==> src/rtl/imm_encoder_loader.sv <==
// imm_encoder_loader: packs decoded RV32 instruction fields plus a signed
// immediate into a 32-bit instruction word. Each session streams these words
// into a word-addressed instruction memory. Bundles whose immediate cannot be
// encoded are dropped and logged.

module imm_encoder_loader #(
  parameter int unsigned ADDR_W    = 10,
  parameter int unsigned MAX_WORDS = 1024
) (
  input  logic              clk,
  input  logic              rst,
  input  logic              load_start,
  input  logic [ADDR_W-1:0] load_base,
  input  logic              load_end,
  input  logic              in_valid,
  output logic              in_ready,
  input  logic [2:0]        in_itype,
  input  logic              in_jal,
  input  logic              in_jalr,
  input  logic [6:0]        in_opcode,
  input  logic [2:0]        in_funct3,
  input  logic [6:0]        in_funct7,
  input  logic [4:0]        in_rd,
  input  logic [4:0]        in_rs1,
  input  logic [4:0]        in_rs2,
  input  logic [31:0]       in_imm,
  output logic              mem_we,
  output logic [ADDR_W-1:0] mem_addr,
  output logic [31:0]       mem_wdata,
  output logic              busy,
  output logic              full,
  output logic              done,
  output logic [ADDR_W:0]   word_count,
  output logic              err_flag,
  output logic [7:0]        err_count,
  output logic [ADDR_W:0]   err_index
);

  localparam int unsigned CNT_W = ADDR_W + 1;
  localparam int unsigned ERR_W = 8;
  localparam int unsigned WORD_W = 32;

  // word_count value just before the session's final write
  localparam logic [CNT_W-1:0] LAST_CNT = CNT_W'(MAX_WORDS - 1);
  localparam logic [ERR_W-1:0] ERR_SAT  = {ERR_W{1'b1}};

  localparam logic [1:0] ST_IDLE = 2'd0;
  localparam logic [1:0] ST_RUN  = 2'd1;
  localparam logic [1:0] ST_FULL = 2'd2;

  localparam logic [2:0] IT_I  = 3'b000;
  localparam logic [2:0] IT_R  = 3'b001;
  localparam logic [2:0] IT_S  = 3'b010;
  localparam logic [2:0] IT_BJ = 3'b110;

  logic [1:0]        state;
  logic [1:0]        state_next;
  logic [ADDR_W-1:0] ptr;

  logic              accept_c;
  logic              close_c;
  logic              last_c;

  // sign-extension checks for the three immediate widths
  logic              fit_12_c;
  logic              fit_13_c;
  logic              fit_21_c;

  logic [WORD_W-1:0] word_i_c;
  logic [WORD_W-1:0] word_r_c;
  logic [WORD_W-1:0] word_s_c;
  logic [WORD_W-1:0] word_b_c;
  logic [WORD_W-1:0] word_j_c;

  logic              legal_c;
  logic [WORD_W-1:0] word_c;

  // Handshake and session status derived from the state register
  assign in_ready = (state == ST_RUN) & ~load_end & ~load_start;
  assign busy     = (state != ST_IDLE);
  assign full     = (state == ST_FULL);

  assign accept_c = in_valid & in_ready;
  assign close_c  = load_end & ~load_start & (state != ST_IDLE);
  assign last_c   = (word_count == LAST_CNT);

  // An immediate fits an N-bit field when all bits above N-1 copy bit N-1
  always_comb begin
    fit_12_c = (&in_imm[31:11]) | ~(|in_imm[31:11]);
    fit_13_c = (&in_imm[31:12]) | ~(|in_imm[31:12]);
    fit_21_c = (&in_imm[31:20]) | ~(|in_imm[31:20]);
  end

  // Candidate instruction words for every layout
  always_comb begin
    word_i_c = {in_imm[11:0], in_rs1, in_funct3, in_rd, in_opcode};
    word_r_c = {in_funct7, in_rs2, in_rs1, in_funct3, in_rd, in_opcode};
    word_s_c = {in_imm[11:5], in_rs2, in_rs1, in_funct3, in_imm[4:0],
                in_opcode};
    word_b_c = {in_imm[12], in_imm[10:5], in_rs2, in_rs1, in_funct3,
                in_imm[4:1], in_imm[11], in_opcode};
    word_j_c = {in_imm[20], in_imm[10:1], in_imm[11], in_imm[19:12],
                in_rd, in_opcode};
  end

  // Layout select and legality; jal takes priority over jalr under 110
  always_comb begin
    legal_c = 1'b0;
    word_c  = '0;
    case (in_itype)
      IT_I: begin
        legal_c = ~in_jal & ~in_jalr & fit_12_c;
        word_c  = word_i_c;
      end
      IT_R: begin
        legal_c = ~in_jal & ~in_jalr;
        word_c  = word_r_c;
      end
      IT_S: begin
        legal_c = ~in_jal & ~in_jalr & fit_12_c;
        word_c  = word_s_c;
      end
      IT_BJ: begin
        if (in_jal) begin
          legal_c = fit_21_c & ~in_imm[0];
          word_c  = word_j_c;
        end else if (in_jalr) begin
          legal_c = fit_12_c;
          word_c  = word_i_c;
        end else begin
          legal_c = fit_13_c & ~in_imm[0];
          word_c  = word_b_c;
        end
      end
      default: begin
        legal_c = 1'b0;
        word_c  = '0;
      end
    endcase
  end

  // Session state register
  always_ff @(posedge clk or posedge rst) begin
    if (rst) begin
      state <= ST_IDLE;
    end else begin
      state <= state_next;
    end
  end

  // Next-state logic: load_start restarts from any state and beats load_end
  always_comb begin
    state_next = state;
    case (state)
      ST_IDLE: begin
        if (load_start) begin
          state_next = ST_RUN;
        end
      end
      ST_RUN: begin
        if (load_start) begin
          state_next = ST_RUN;
        end else if (load_end) begin
          state_next = ST_IDLE;
        end else if (accept_c & legal_c & last_c) begin
          state_next = ST_FULL;
        end
      end
      ST_FULL: begin
        if (load_start) begin
          state_next = ST_RUN;
        end else if (load_end) begin
          state_next = ST_IDLE;
        end
      end
      default: begin
        state_next = ST_IDLE;
      end
    endcase
  end

  // Memory write port: one registered write per accepted legal bundle
  always_ff @(posedge clk or posedge rst) begin
    if (rst) begin
      mem_we    <= 1'b0;
      mem_addr  <= '0;
      mem_wdata <= '0;
    end else begin
      mem_we <= 1'b0;
      if (accept_c & legal_c) begin
        mem_we    <= 1'b1;
        mem_addr  <= ptr;
        mem_wdata <= word_c;
      end
    end
  end

  // Write pointer and session word counter
  always_ff @(posedge clk or posedge rst) begin
    if (rst) begin
      ptr        <= '0;
      word_count <= '0;
    end else if (load_start) begin
      ptr        <= load_base;
      word_count <= '0;
    end else if (accept_c & legal_c) begin
      ptr        <= ptr + ADDR_W'(1);
      word_count <= word_count + CNT_W'(1);
    end
  end

  // Rejection log: sticky flag, saturating count, index of first rejection
  always_ff @(posedge clk or posedge rst) begin
    if (rst) begin
      err_flag  <= 1'b0;
      err_count <= '0;
      err_index <= '0;
    end else if (load_start) begin
      err_flag  <= 1'b0;
      err_count <= '0;
      err_index <= '0;
    end else if (accept_c & ~legal_c) begin
      err_flag <= 1'b1;
      if (err_count != ERR_SAT) begin
        err_count <= err_count + ERR_W'(1);
      end
      if (!err_flag) begin
        err_index <= word_count;
      end
    end
  end

  // Session-close pulse, one cycle after load_end is taken
  always_ff @(posedge clk or posedge rst) begin
    if (rst) begin
      done <= 1'b0;
    end else begin
      done <= close_c;
    end
  end

endmodule

==> config.mk <==
export PLATFORM = sky130hd
export DESIGN_NAME = imm_encoder_loader
export DESIGN_NICKNAME = d
export VERILOG_FILES = /design/src/rtl/imm_encoder_loader.sv
export SDC_FILE = /design/constraint.sdc
export NUM_CORES = 1
export LEC_CHECK = 0
export BUFFER_PORTS_ARGS = -buffer_cell sky130_fd_sc_hd__buf_2
export CAP_MARGIN = 20
export CORE_MARGIN = 3
export CORE_UTILIZATION = 53
export DETAILED_ROUTE_END_ITERATION = 10
export PLACE_DENSITY = 0.85
export SETUP_SLACK_MARGIN = 0.15
export SLEW_MARGIN = 40
export SYNTH_ARGS = -nofsm -noshare
export SYNTH_HDL_FRONTEND = slang
export SYNTH_SLANG_ARGS = --single-unit
==> constraint.sdc <==
create_clock -name clk -period 5.6 [get_ports clk]
set_clock_uncertainty 0.1 [all_clocks]
set_input_delay 1.12 -clock clk [delete_from_list [all_inputs] [get_ports clk]]
set_output_delay 1.12 -clock clk [all_outputs]
set_load 0.005 [all_outputs]
After elaboration in Yosys (flattened, before gate mapping)
Index checks and enable logic that the tools add are counted.
{"block": "word_totals", "ff_bits": 87, "in_bits": 84, "out_inout_bits": 78, "elab_cells": 90}
{"block": "op_classes", "n_addsub": 3, "n_eq_ne": 11, "mux": 26, "bitwise_logic": 24, "reduce_logical": 16}
{"cell": "32-bit case mux with 4 select lines", "count": 1}
{"cell": "32-bit 2-to-1 mux", "count": 2}
{"cell": "11-bit 2-to-1 mux", "count": 5}
{"cell": "8-bit 2-to-1 mux", "count": 3}
{"cell": "21-bit AND reduction", "count": 1}
{"cell": "21-bit OR reduction", "count": 1}
{"cell": "10-bit 2-to-1 mux", "count": 2}
{"cell": "20-bit AND reduction", "count": 1}
{"cell": "20-bit OR reduction", "count": 1}
{"cell": "1-bit AND", "count": 12}
{"cell": "2-bit 2-to-1 mux", "count": 6}
{"cell": "12-bit AND reduction", "count": 1}
{"cell": "12-bit OR reduction", "count": 1}
{"cell": "11-bit by 1-bit adder with 11-bit output (second input constant)", "count": 1}
{"cell": "11-bit by 10-bit equality test with 1-bit output (second input constant)", "count": 1}
{"cell": "10-bit by 1-bit adder with 10-bit output (second input constant)", "count": 1}
{"cell": "1-bit NOT", "count": 9}
{"cell": "8-bit by 1-bit adder with 8-bit output (second input constant)", "count": 1}
{"cell": "8-bit inequality test (second input constant)", "count": 1}
{"cell": "2-bit nonzero test", "count": 4}
{"cell": "2-bit case mux with 3 select lines", "count": 1}
{"cell": "1-bit 2-to-1 mux", "count": 5}
{"cell": "2-bit inequality test (second input constant)", "count": 2}
{"cell": "4-bit by 3-bit inequality test with 1-bit output (second input constant)", "count": 1}
{"cell": "other kinds (13)", "count": 16}

Depth between registers and ports, before layout
Gate-level depths: netlist of the first run.
{"block": "logic_depth", "depth_word": 13, "ltp_mapped": 10}

Least setup slack after synthesis of the first run
No wires, ideal clock.
{"block": "synth_timing", "path_kind": "input-to-reg", "start": "input in_imm[18]", "end": "register word_count[10]", "arrival_time_ns": 3.013, "path_slack_ns": 2.409, "path_stages": 7, "path_buffers": 0, "path_cell_list": "or4_4 nor3_2 a22oi_2 a211oi_4 o2111ai_4 or4_1 a21oi_1"}
{"block": "synth_between", "elab_chain_len": 9}
{"element": "start: declaration", "line_no": "26", "rtl": "input logic [31:0] in_imm,"}
{"element": "20-bit OR reduction", "line_no": "90", "rtl": "fit_13_c = (&in_imm[31:12]) | ~(|in_imm[31:12]);"}
{"element": "1-bit NOT", "line_no": "90"}
{"element": "1-bit bitwise OR", "line_no": "90"}
{"element": "1-bit AND", "line_no": "131", "rtl": "legal_c = fit_13_c & ~in_imm[0];"}
{"element": "1-bit 2-to-1 mux", "line_no": "127", "rtl": "end else if (in_jalr) begin"}
{"element": "1-bit 2-to-1 mux", "line_no": "124", "rtl": "if (in_jal) begin"}
{"element": "1-bit case mux with 3 select lines *", "line_no": "110", "rtl": "case (in_itype)"}
{"element": "1-bit AND *", "line_no": "206", "rtl": "end else if (accept_c & legal_c) begin"}
{"element": "2-bit nonzero test (no line) *"}
{"element": "end signal: assignment", "line_no": "208", "rtl": "word_count <= word_count + CNT_W'(1);"}
{"element": "end: declaration", "line_no": "33", "rtl": "output logic [ADDR_W:0] word_count,"}
Mark *: on every way between the ends. The rest lies on a longest branch, timed or not.
A chain may end at the register's enable or synchronous reset.

Final worst setup path of the first run
{"block": "layout_timing", "start": "input in_imm[16]", "end": "register ptr[9]"}
{"block": "layout_between", "elab_chain_len": 9}
{"element": "20-bit OR reduction", "line_no": "90"}
{"element": "1-bit NOT", "line_no": "90"}
{"element": "1-bit bitwise OR", "line_no": "90"}
{"element": "1-bit AND", "line_no": "131"}
{"element": "1-bit 2-to-1 mux", "line_no": "127"}
{"element": "1-bit 2-to-1 mux", "line_no": "124"}
{"element": "1-bit case mux with 3 select lines *", "line_no": "110"}
{"element": "1-bit AND *", "line_no": "206"}
{"element": "2-bit nonzero test (no line) *"}
{"element": "end signal: assignment", "line_no": "204", "rtl": "ptr <= load_base;"}
{"element": "end signal: assignment", "line_no": "207", "rtl": "ptr <= ptr + ADDR_W'(1);"}
{"element": "end: declaration", "line_no": "58", "rtl": "logic [ADDR_W-1:0] ptr;"}
Marked as above.

==> flow_summary.toml, run 1 <==
[cells_and_area]
fin_nets = 679
fillers = 630
fin_area_mm2 = 0.00534
drive_gt1_frac = 0.330
area_delta_synth_final_pct = 25.0
antennaDiodeCount = 0
seq_area_mm2 = 0.00218
multi_input_area_mm2 = 0.00196
fin_util = 0.688

[timing]
setup_viol = 0
rsz0062_at_grt = "no"
clock.fmax_ghz = 0.263
final.setup.worst_slack_ns = 1.79
finalCritPeriodShare = 0.680
worstMarginPinSlew_ns = 0.763
slew_headroom = 0.491
final-max-slew-violation-count = 0
finalHoldViolCount = 0
tns_ns = 0
post-route-min-period_ns = 3.81

[power]
power_frac_comb = 0.110
power_switching_share = 0.259
p_leak_nw = 2.67
powerDensity_mw_per_mm2 = 231
p_int_mw = 0.916
p_seq_frac = 0.538
clkPwrFrac = 0.352
p_switching_mw = 0.320
ir_drop_uv = 113
p_total_mw = 1.24

[floorplanning]
die_y_um = 95.8
dieArea_mm2 = 0.00917
initial_core_util = 0.550
ios = 162
core_area_mm2 = 0.00777
chipWidth_um = 95.8
rows = 32

[setup_path]
cp.arrival_ns = 3.99
worstPathRequired_ns = 5.78
path_max_fanout = 73
crit_type = "in -> reg"
reg2regPathDepth = 6
crit_path_start_kind = "primary input"
end_kind = "flip-flop"

[route]
drc = 0
final_antenna_net_count = 0
firstDrtPassIters = 4
wl_per_cell_um = 15.7
vias = 3915
drt_iter0_drc = 253
avgViaCountPerCell = 5.60
drt-total-wl_um = 10900

[clock_tree]
insertion_delay_ns = 0.35
clk_pin_slew_ns = 0.08
postCtsResizedCells = 0
cts_root_buf = "clkbuf_8"
cts_setup_buffers = 0
h-tree-depth = 3
clockBufferDepth = 2
cts_tree = "done"
holdBufCountCts = 0
cts_buffers = 9
cts_sinks = 87

[synth]
ys_seq_elements = 87
syn-cell-area_mm2 = 0.00427
synth_edf_count = 0
synth_xor_xnor_area_share = 0.0349
synth_top_cell_by_area = "dfrtp_1"
synth.avg_cell_area_um2 = 9.66
yosysTopAreaCellShare = 0.510
synth_area_leaders = "dfrtp_1 51%, nand2_1 6.4%, mux2_1 4.5%, o21ai_1 4.3%, a22oi_1 4.2%"
synth-seq-area-share = 0.510
syn_nets = 529
synthSimpleGateAreaFrac = 0.183
synth-adder-area-share = 0.00879
synth_warnings = 0
synth_top_family_by_area = "compound AO/OA/AOI/OAI gates"
synth_ff_type = "dfrtp_1"
synthCells = 442
synth_mux_area_frac = 0.0448
async_flop_share = 1.00
yosys.cell_types.count = 49
synth_compound_area_frac = 0.184
synth.top_cells.by_count = "87 x dfrtp_1, 73 x nand2_1, 37 x o21ai_1"
yosysMostFrequentCell = "dfrtp_1"

[placed_design]
dp_slack_ns = 1.45
portBuffers = 161
gp_congestion = 0.833
postPlaceCellArea_mm2 = 0.00514
dp_hpwl_um = 8170

[global_route]
grt_overflow = 0
antenna_found_initial = 0
grt_pass1_vias = 3784
grt_start_max_net_pins = 74
grt_first_pass_wirelength_um = 17600
grt_use_total = 0.243

[flow_run]
maxCapViolCount = 0

[worst_hold_path]
holdPathStages = 2
min_path_type = "reg -> reg"

[outcome]
status = "completed"
-- cell families (layout without fill, tap and decap cells) --
kind of cell               count (synthesis)  after routing
muxes                                     17             17
DFF                                       87             87
and+or+nand+nor                          160            160
xor gates and xnor gates                  17             17
adders and majority gates                  3              3
buffers and inverters                     36            191
AOI/OAI and AO/OA                        122            122
-- power groups by stage --
stage	Clock [mW]	Combinational (mW)	Sequential, mW
finish	0.435	0.136	0.665
floorplan	0	0.0672	0.676
global placement	0	0.131	0.676
CTS	0.447	0.137	0.666
detailed placement	0	0.136	0.678
global route	0.473	0.153	0.668
-- final timing paths --
| check | from | slack (ns) | to |
|---|---|---|---|
| max reg2reg | state[1] | 2.74 | ptr[9] |
| max | in_imm[16] | 1.79 | ptr[9] |
| min reg2reg | mem_wdata[7] | 0.38 | mem_wdata[7] |
| min | mem_wdata[7] | 0.38 | mem_wdata[7] |
| max in group asynchronous | rst | 3.85 | err_count[0] |
| min in group asynchronous | rst | 0.60 | mem_wdata[0] |
-- worst max-delay path, cell delays in order --
cell and delay (ns):
buf_2 0.12, or4_1 0.58, nor3_2 0.13, a22oi_1 0.13, o21ai_2 0.64, o21ai_4 0.18
buf_4 0.39, or4_1 0.59, nand3_1 0.09
-- cell usage in the layout, fill, tap and decap left out, drive strengths merged, types with 2 or more instances in the layout --
cell type  netlist  final
a22oi           25     25
o211ai           8      8
or2              5      5
dfrtp           87     87
inv             10     10
ha               3      3
buf              5    165
xor2            10     10
and2             3      3
nand2           73     73
nor2            22     22
nor3b            2      2
xnor2            7      7
or4              4      4
nor2b            2      2
nand4            6      6
a21oi           14     14
o2111ai          5      5
o31ai            2      2
clkinv           0      2
clkinvlp         0      3
nand3           12     12
mux2            17     17
clkbuf          21     10
nor4             6      6
a211oi           2      2
and3             9      9
o21ai           59     59
or3              4      4
a31o             2      2
nor3             8      8
-- metal layers --
| metal | part of all wire | GRT usage | up-vias |
|---|---|---|---|
| li1 | - | - | 1882 |
| met1 | 0.41 | 0.316 | 1895 |
| met2 | 0.52 | 0.409 | 124 |
| met3 | 0.058 | 0.0469 | 14 |
| met4 | 0.013 | 0.0746 | 0 |
| met5 | 0 | 0 | - |
-- cell type report --
type / count / share of cell area
clock buffer: 10 / 0.0239
clock inverter: 6 / 0.0131
inverter: 10 / 0.00726
multi-input combinational: 319 / 0.367
sequential: 87 / 0.408
tap: 102 / 0.0239
timing repair buffer: 165 / 0.157
-- per-stage QoR --
step	instances	hold WS [ns]
after global placement	683	0.363
after global routing	699	0.403
after detailed placement	683	0.369
after CTS	699	0.390
final	699	0.384
after floorplan	442	0.372
-- state kept, by name, indices dropped and copies added, names as in the netlist, 2 cells and up --
signal and cells:
state 2, mem_wdata 32, err_index 11, ptr 10, word_count 11, err_count 8
mem_addr 10
Note: power is estimated with default switching activity, not from simulation.
==> run 2, diff against run 1 <==
CORE_UTILIZATION = 49   (was 53)
PLACE_DENSITY = 0.8   (was 0.85)
clock period = 3.7 ns   (was 5.6 ns; I/O delays follow)
==> run 2 against run 1 <==
Effect of this change:
- setup slack got worse by 1.0 ns
- sequential share of layout area fell by 0.70 points
- critical path depth shrank 1
- critical endpoint is now word_count[10]
- die area is 7.6% higher
- first-iteration DRC count fell by 36%
- largest cell class unchanged
==> flow_summary.toml, run 2 (same netlist as run 1, synthesis figures left out) <==
[placed_design]
dp_hpwl_um = 8300
portBuffers = 161
dp_slack_ns = 0.416
gp_congestion = 0.846
postPlaceCellArea_mm2 = 0.00520

[timing]
clock.fmax_ghz = 0.344
worstMarginPinSlew_ns = 0.685
setup_viol = 0
finalCritPeriodShare = 0.786
post-route-min-period_ns = 2.91
slew_headroom = 0.543
tns_ns = 0
rsz0062_at_grt = "no"
final-max-slew-violation-count = 0
finalHoldViolCount = 0
final.setup.worst_slack_ns = 0.790

[power]
powerDensity_mw_per_mm2 = 364
ir_drop_uv = 212
p_leak_nw = 2.73

[cells_and_area]
largest_register = "mem_wdata"
fillers = 680
final_common_cell = "buf_2"
drive_gt1_frac = 0.339
layout.cells.most_common_list = "161 x buf_2, 87 x dfrtp_1, 73 x nand2_1"
area_delta_synth_final_pct = 27.2
largest_register_ff_count = 32
fin_nets = 687
fin_area_mm2 = 0.00544
top_regs = "mem_wdata (32), err_index (11), word_count (11)"
fin_util = 0.652
antennaDiodeCount = 0

[clock_tree]
cts_buffers = 9
cts_root_buf = "clkbuf_8"
clk_pin_slew_ns = 0.09
h-tree-depth = 3
cts_setup_buffers = 0
cts_sinks = 87
insertion_delay_ns = 0.34
cts_tree = "done"
clockBufferDepth = 2
postCtsResizedCells = 0
holdBufCountCts = 0

[setup_path]
cp_slowest_cell = "or4_4"
worstPathRequired_ns = 3.86
crit_chain = "buf_2 -> or4_4 -> nor3_2 -> a22oi_1 -> o21ai_2 -> o2111ai_4 -> or4_1 -> a21oi_1"
end_kind = "flip-flop"
path_max_fanout = 8
cp.arrival_ns = 3.07
reg2reg_from = "state[1]"
crit_path_start_kind = "primary input"
max_stage_delay_ns = 0.54
reg2reg_to = "word_count[10]"
reg2regPathDepth = 6
regToRegSetupSlack_ns = 1.29
crit_type = "in -> reg"

[global_route]
grt_use_total = 0.224
grt_pass1_vias = 3822
grt_overflow = 0
grt_first_pass_wirelength_um = 18100
grt_start_max_net_pins = 52
antenna_found_initial = 1

[floorplanning]
core_area_mm2 = 0.00834
rows = 33
die_y_um = 99.4
dieArea_mm2 = 0.00987
initial_core_util = 0.512
chipWidth_um = 99.4
ios = 162

[route]
wl_per_cell_um = 15.3
drt_iter0_drc = 162
drt-total-wl_um = 10900
avgViaCountPerCell = 5.51
final_antenna_net_count = 0
drc = 0
firstDrtPassIters = 4
vias = 3915

[worst_hold_path]
min_path_type = "in -> async"

[flow_run]
maxCapViolCount = 0

[outcome]
status = "completed"
[run 2: changes by cell type in the layout (fill, tap and decap cells not counted), sizes merged]
cell | before | now
clkinvlp | 3 | 1
clkinv | 2 | 1
buf | 165 | 173
bufinv | 1 | 2
clkbuf | 10 | 12
[run 2: cell type report]
type | instances | area [µm²] | area share
Clock buffer | 12 | 155 | 0.0285
Clock inverter | 4 | 76.3 | 0.0140
Inverter | 10 | 38.8 | 0.00714
Multi-Input combinational cell | 319 | 1960 | 0.361
Sequential cell | 87 | 2180 | 0.401
Tap cell | 105 | 131 | 0.0242
Timing Repair Buffer | 173 | 896 | 0.165
[run 2: metrics by stage]
step	std cells	power [mW]	hold slack, ns
after floorplan	442	1.12	0.372
after global placement	694	1.23	0.364
after detailed placement	694	1.23	0.370
after CTS	710	1.99	0.388
after global routing	710	2.05	0.415
final	710	1.98	0.361
[run 2: worst max path at each step]
| stage | startpoint | to | slack [ns] | cells past startpoint |
|---|---|---|---|---|
| 3_3_place_gp | in_imm[18] | word_count[10] | 0.50 | 8 |
| 6_report | in_imm[18] | word_count[10] | 0.79 | 8 |
| 2_1_floorplan | rst | done | 0.61 | 1 |
| 5_1_grt | in_imm[16] | word_count[10] | 0.60 | 8 |
| 3_5_place_dp | in_imm[18] | word_count[10] | 0.42 | 8 |
| 4_1_cts | in_imm[18] | word_count[10] | 0.79 | 8 |
[run 2: worst max-delay path: cells and delay by family]
kind / cells / cell delay [ns]
compound gates: 4 / 1.01
buf+inv: 1 / 0.11
simple gates: 3 / 1.21
[run 2: routing by layer]
metal / vias to the layer above / part of all wire / wire length (µm) / GRT usage
li1: 1891 / - / - / -
met1: 1859 / 0.42 / 4630 / 0.300
met2: 141 / 0.49 / 5340 / 0.367
met3: 22 / 0.065 / 710 / 0.0449
met4: 2 / 0.019 / 210 / 0.0735
met5: - / 0.00064 / 7 / 0
[run 2: where the power goes]
part | leakage (nW) | switching (mW) | internal (mW)
clock | 0.113 | 0.341 | 0.421
sequential | 1.19 | 0.0250 | 0.982
combinational | 1.43 | 0.116 | 0.0908
total | 2.73 | 0.482 | 1.49
==> run 3, diff against run 2 <==
ABC_AREA = 1   (was not set)
CORE_UTILIZATION = 51   (was 49)
PLACE_DENSITY = 0.81   (was 0.8)
clock period = 2.99 ns   (was 3.7 ns; I/O delays follow)
==> run 3 against run 2 <==
Effect of this change:
- sequential cell count is the same
- critical path depth grew 2
- synthesized cell count grew 53%
- worst hold slack lost 0.13 ns
- combinational power grew 57%
- sequential share of layout area shrank 3.5 points
- first-iteration DRC count grew 100%
- area after synthesis grew 14%
- die area grew 8.7%
- cell area grew 9.6%
- non-clock buffer count shrank 4
- global-route usage grew 3.4 points
==> flow_summary.toml, run 3 <==
[placed_design]
dp_hpwl_um = 10200
dp_slack_ns = 0.353
gp_congestion = 0.899
portBuffers = 161

[clock_tree]
holdBufCountCts = 0
clockBufferDepth = 2
cts_root_buf = "clkbuf_8"
h-tree-depth = 3
cts_sinks = 87
postCtsResizedCells = 0
cts_setup_buffers = 0
insertion_delay_ns = 0.35
cts_buffers = 9
cts_tree = "done"
clk_pin_slew_ns = 0.09

[setup_path]
path_max_fanout = 42
crit_type = "in -> reg"
cp.arrival_ns = 2.49
reg2reg_to = "state[0]"
reg2regPathDepth = 8
regToRegSetupSlack_ns = 0.84
reg2reg_from = "word_count[0]"
worstPathRequired_ns = 3.16
crit_path_start_kind = "primary input"
end_kind = "flip-flop"

[timing]
clock.fmax_ghz = 0.431
worstMarginPinSlew_ns = 0.735
rsz0062_at_grt = "no"
final.setup.worst_slack_ns = 0.668
finalHoldViolCount = 0
slew_headroom = 0.510
tns_ns = 0
final-max-slew-violation-count = 0
fin_hold_ws_ns = 0.235
setup_viol = 0
finalCritPeriodShare = 0.777
post-route-min-period_ns = 2.32

[synth]
synth_top_cell_by_area = "dfrtp_1"
synth_area_leaders = "dfrtp_1 45%, nand2_1 19%, nand3_1 6.2%, nor2_1 4.9%, o21ai_0 4.7%"
async_flop_share = 1.00
syn_nets = 762
yosysMostFrequentCell = "nand2_1"
synth-seq-area-share = 0.448
synth_ff_type = "dfrtp_1"
synth_edf_count = 0
yosysTopAreaCellShare = 0.448
synth_warnings = 0
synth.avg_cell_area_um2 = 7.20
syn-cell-area_mm2 = 0.00486
synth.top_cells.by_count = "252 x nand2_1, 87 x dfrtp_1, 64 x nor2_1"
yosys.cell_types.count = 34
ys_seq_elements = 87
synthCells = 675

[outcome]
status = "completed"

[route]
firstDrtPassIters = 5
vias = 5091
drt_iter0_drc = 325
drc = 0
final_antenna_net_count = 0
avgViaCountPerCell = 5.30
drt-total-wl_um = 13700
wl_per_cell_um = 14.3

[floorplanning]
dieArea_mm2 = 0.0107
initial_core_util = 0.541
rows = 34
chipWidth_um = 104
core_area_mm2 = 0.00898
die_y_um = 104
ios = 162

[cells_and_area]
top_regs = "mem_wdata (32), err_index (11), word_count (11)"
final_common_cell = "nand2_1"
antennaDiodeCount = 0
layout.cells.most_common_list = "252 x nand2_1, 161 x buf_2, 87 x dfrtp_1"
area_delta_synth_final_pct = 22.6
largest_register = "mem_wdata"
largest_register_ff_count = 32
fin_nets = 917
drive_gt1_frac = 0.238
fin_util = 0.663

[global_route]
grt_pass1_vias = 4921
antenna_found_initial = 0
grt_overflow = 0
grt_use_total = 0.258
grt_first_pass_wirelength_um = 23300
grt_start_max_net_pins = 60

[worst_hold_path]
min_path_type = "in -> async"

[power]
p_leak_nw = 3.41
ir_drop_uv = 265
p_total_mw = 2.43
powerDensity_mw_per_mm2 = 409

[flow_run]
maxCapViolCount = 0
[run 3: area by class of cell]
cell class	instances	area, µm²
inverters	51	198
fillers	792	3020
flip-flops and latches	87	2180
repair buffers	169	878
well taps	126	158
clock inverters	5	65.1
clock buffers	11	141
multi-input cells	512	2340
[run 3: cells by family after synthesis]
group / after synthesis / share of synthesized area
muxes: 1 / 0.00206
buffers and inverters: 76 / 0.0708
and+or+nand+nor: 426 / 0.372
DFF: 87 / 0.448
AOI/OAI and AO/OA: 68 / 0.0737
xor gates and xnor gates: 14 / 0.0252
adders and majority gates: 3 / 0.00773
[run 3: worst max-delay path by stage]
stage | depth (start not counted) | endpoint | start | slack, ns
final | 10 | word_count[1] | in_itype[0] | 0.67
after global placement | 10 | word_count[2] | in_itype[0] | 0.49
after CTS | 10 | word_count[1] | in_itype[0] | 0.71
after detailed placement | 10 | word_count[5] | in_itype[0] | 0.35
after global routing | 15 | word_count[1] | in_imm[13] | 0.39
after floorplan | 10 | ptr[9] | in_itype[1] | 1.08
[run 3: report_power, final]
group / total, mW / internal (mW) / switching [mW]
logic: 0.326 / 0.124 / 0.202
registers: 1.25 / 1.22 / 0.0327
clock network: 0.859 / 0.418 / 0.441
[run 3: layer usage]
layer / GRT usage / vias to the layer above / share of wire
met1: 0.337 / 2340 / 0.41
li1: - / 2485 / -
met3: 0.0454 / 34 / 0.078
met2: 0.436 / 232 / 0.48
met5: 0 / - / 0
met4: 0.0883 / 0 / 0.026
[run 3: worst max-delay path, cell delays in order]
cell	delay, ns
buf_2	0.14
nor2_4	0.17
nand2_2	0.11
nor3_1	0.29
nand2_1	0.18
nand3_2	0.15
nand2_4	0.22
inv_4	0.42
nand2_1	0.11
o21ai_0	0.09
[run 3: metrics by stage]
step                      std cells  area (µm²)
after global routing            961        5950
after global placement          945        5750
after floorplan                 675        4860
after CTS                       961        5950
final                           961        5950
after detailed placement        945        5750
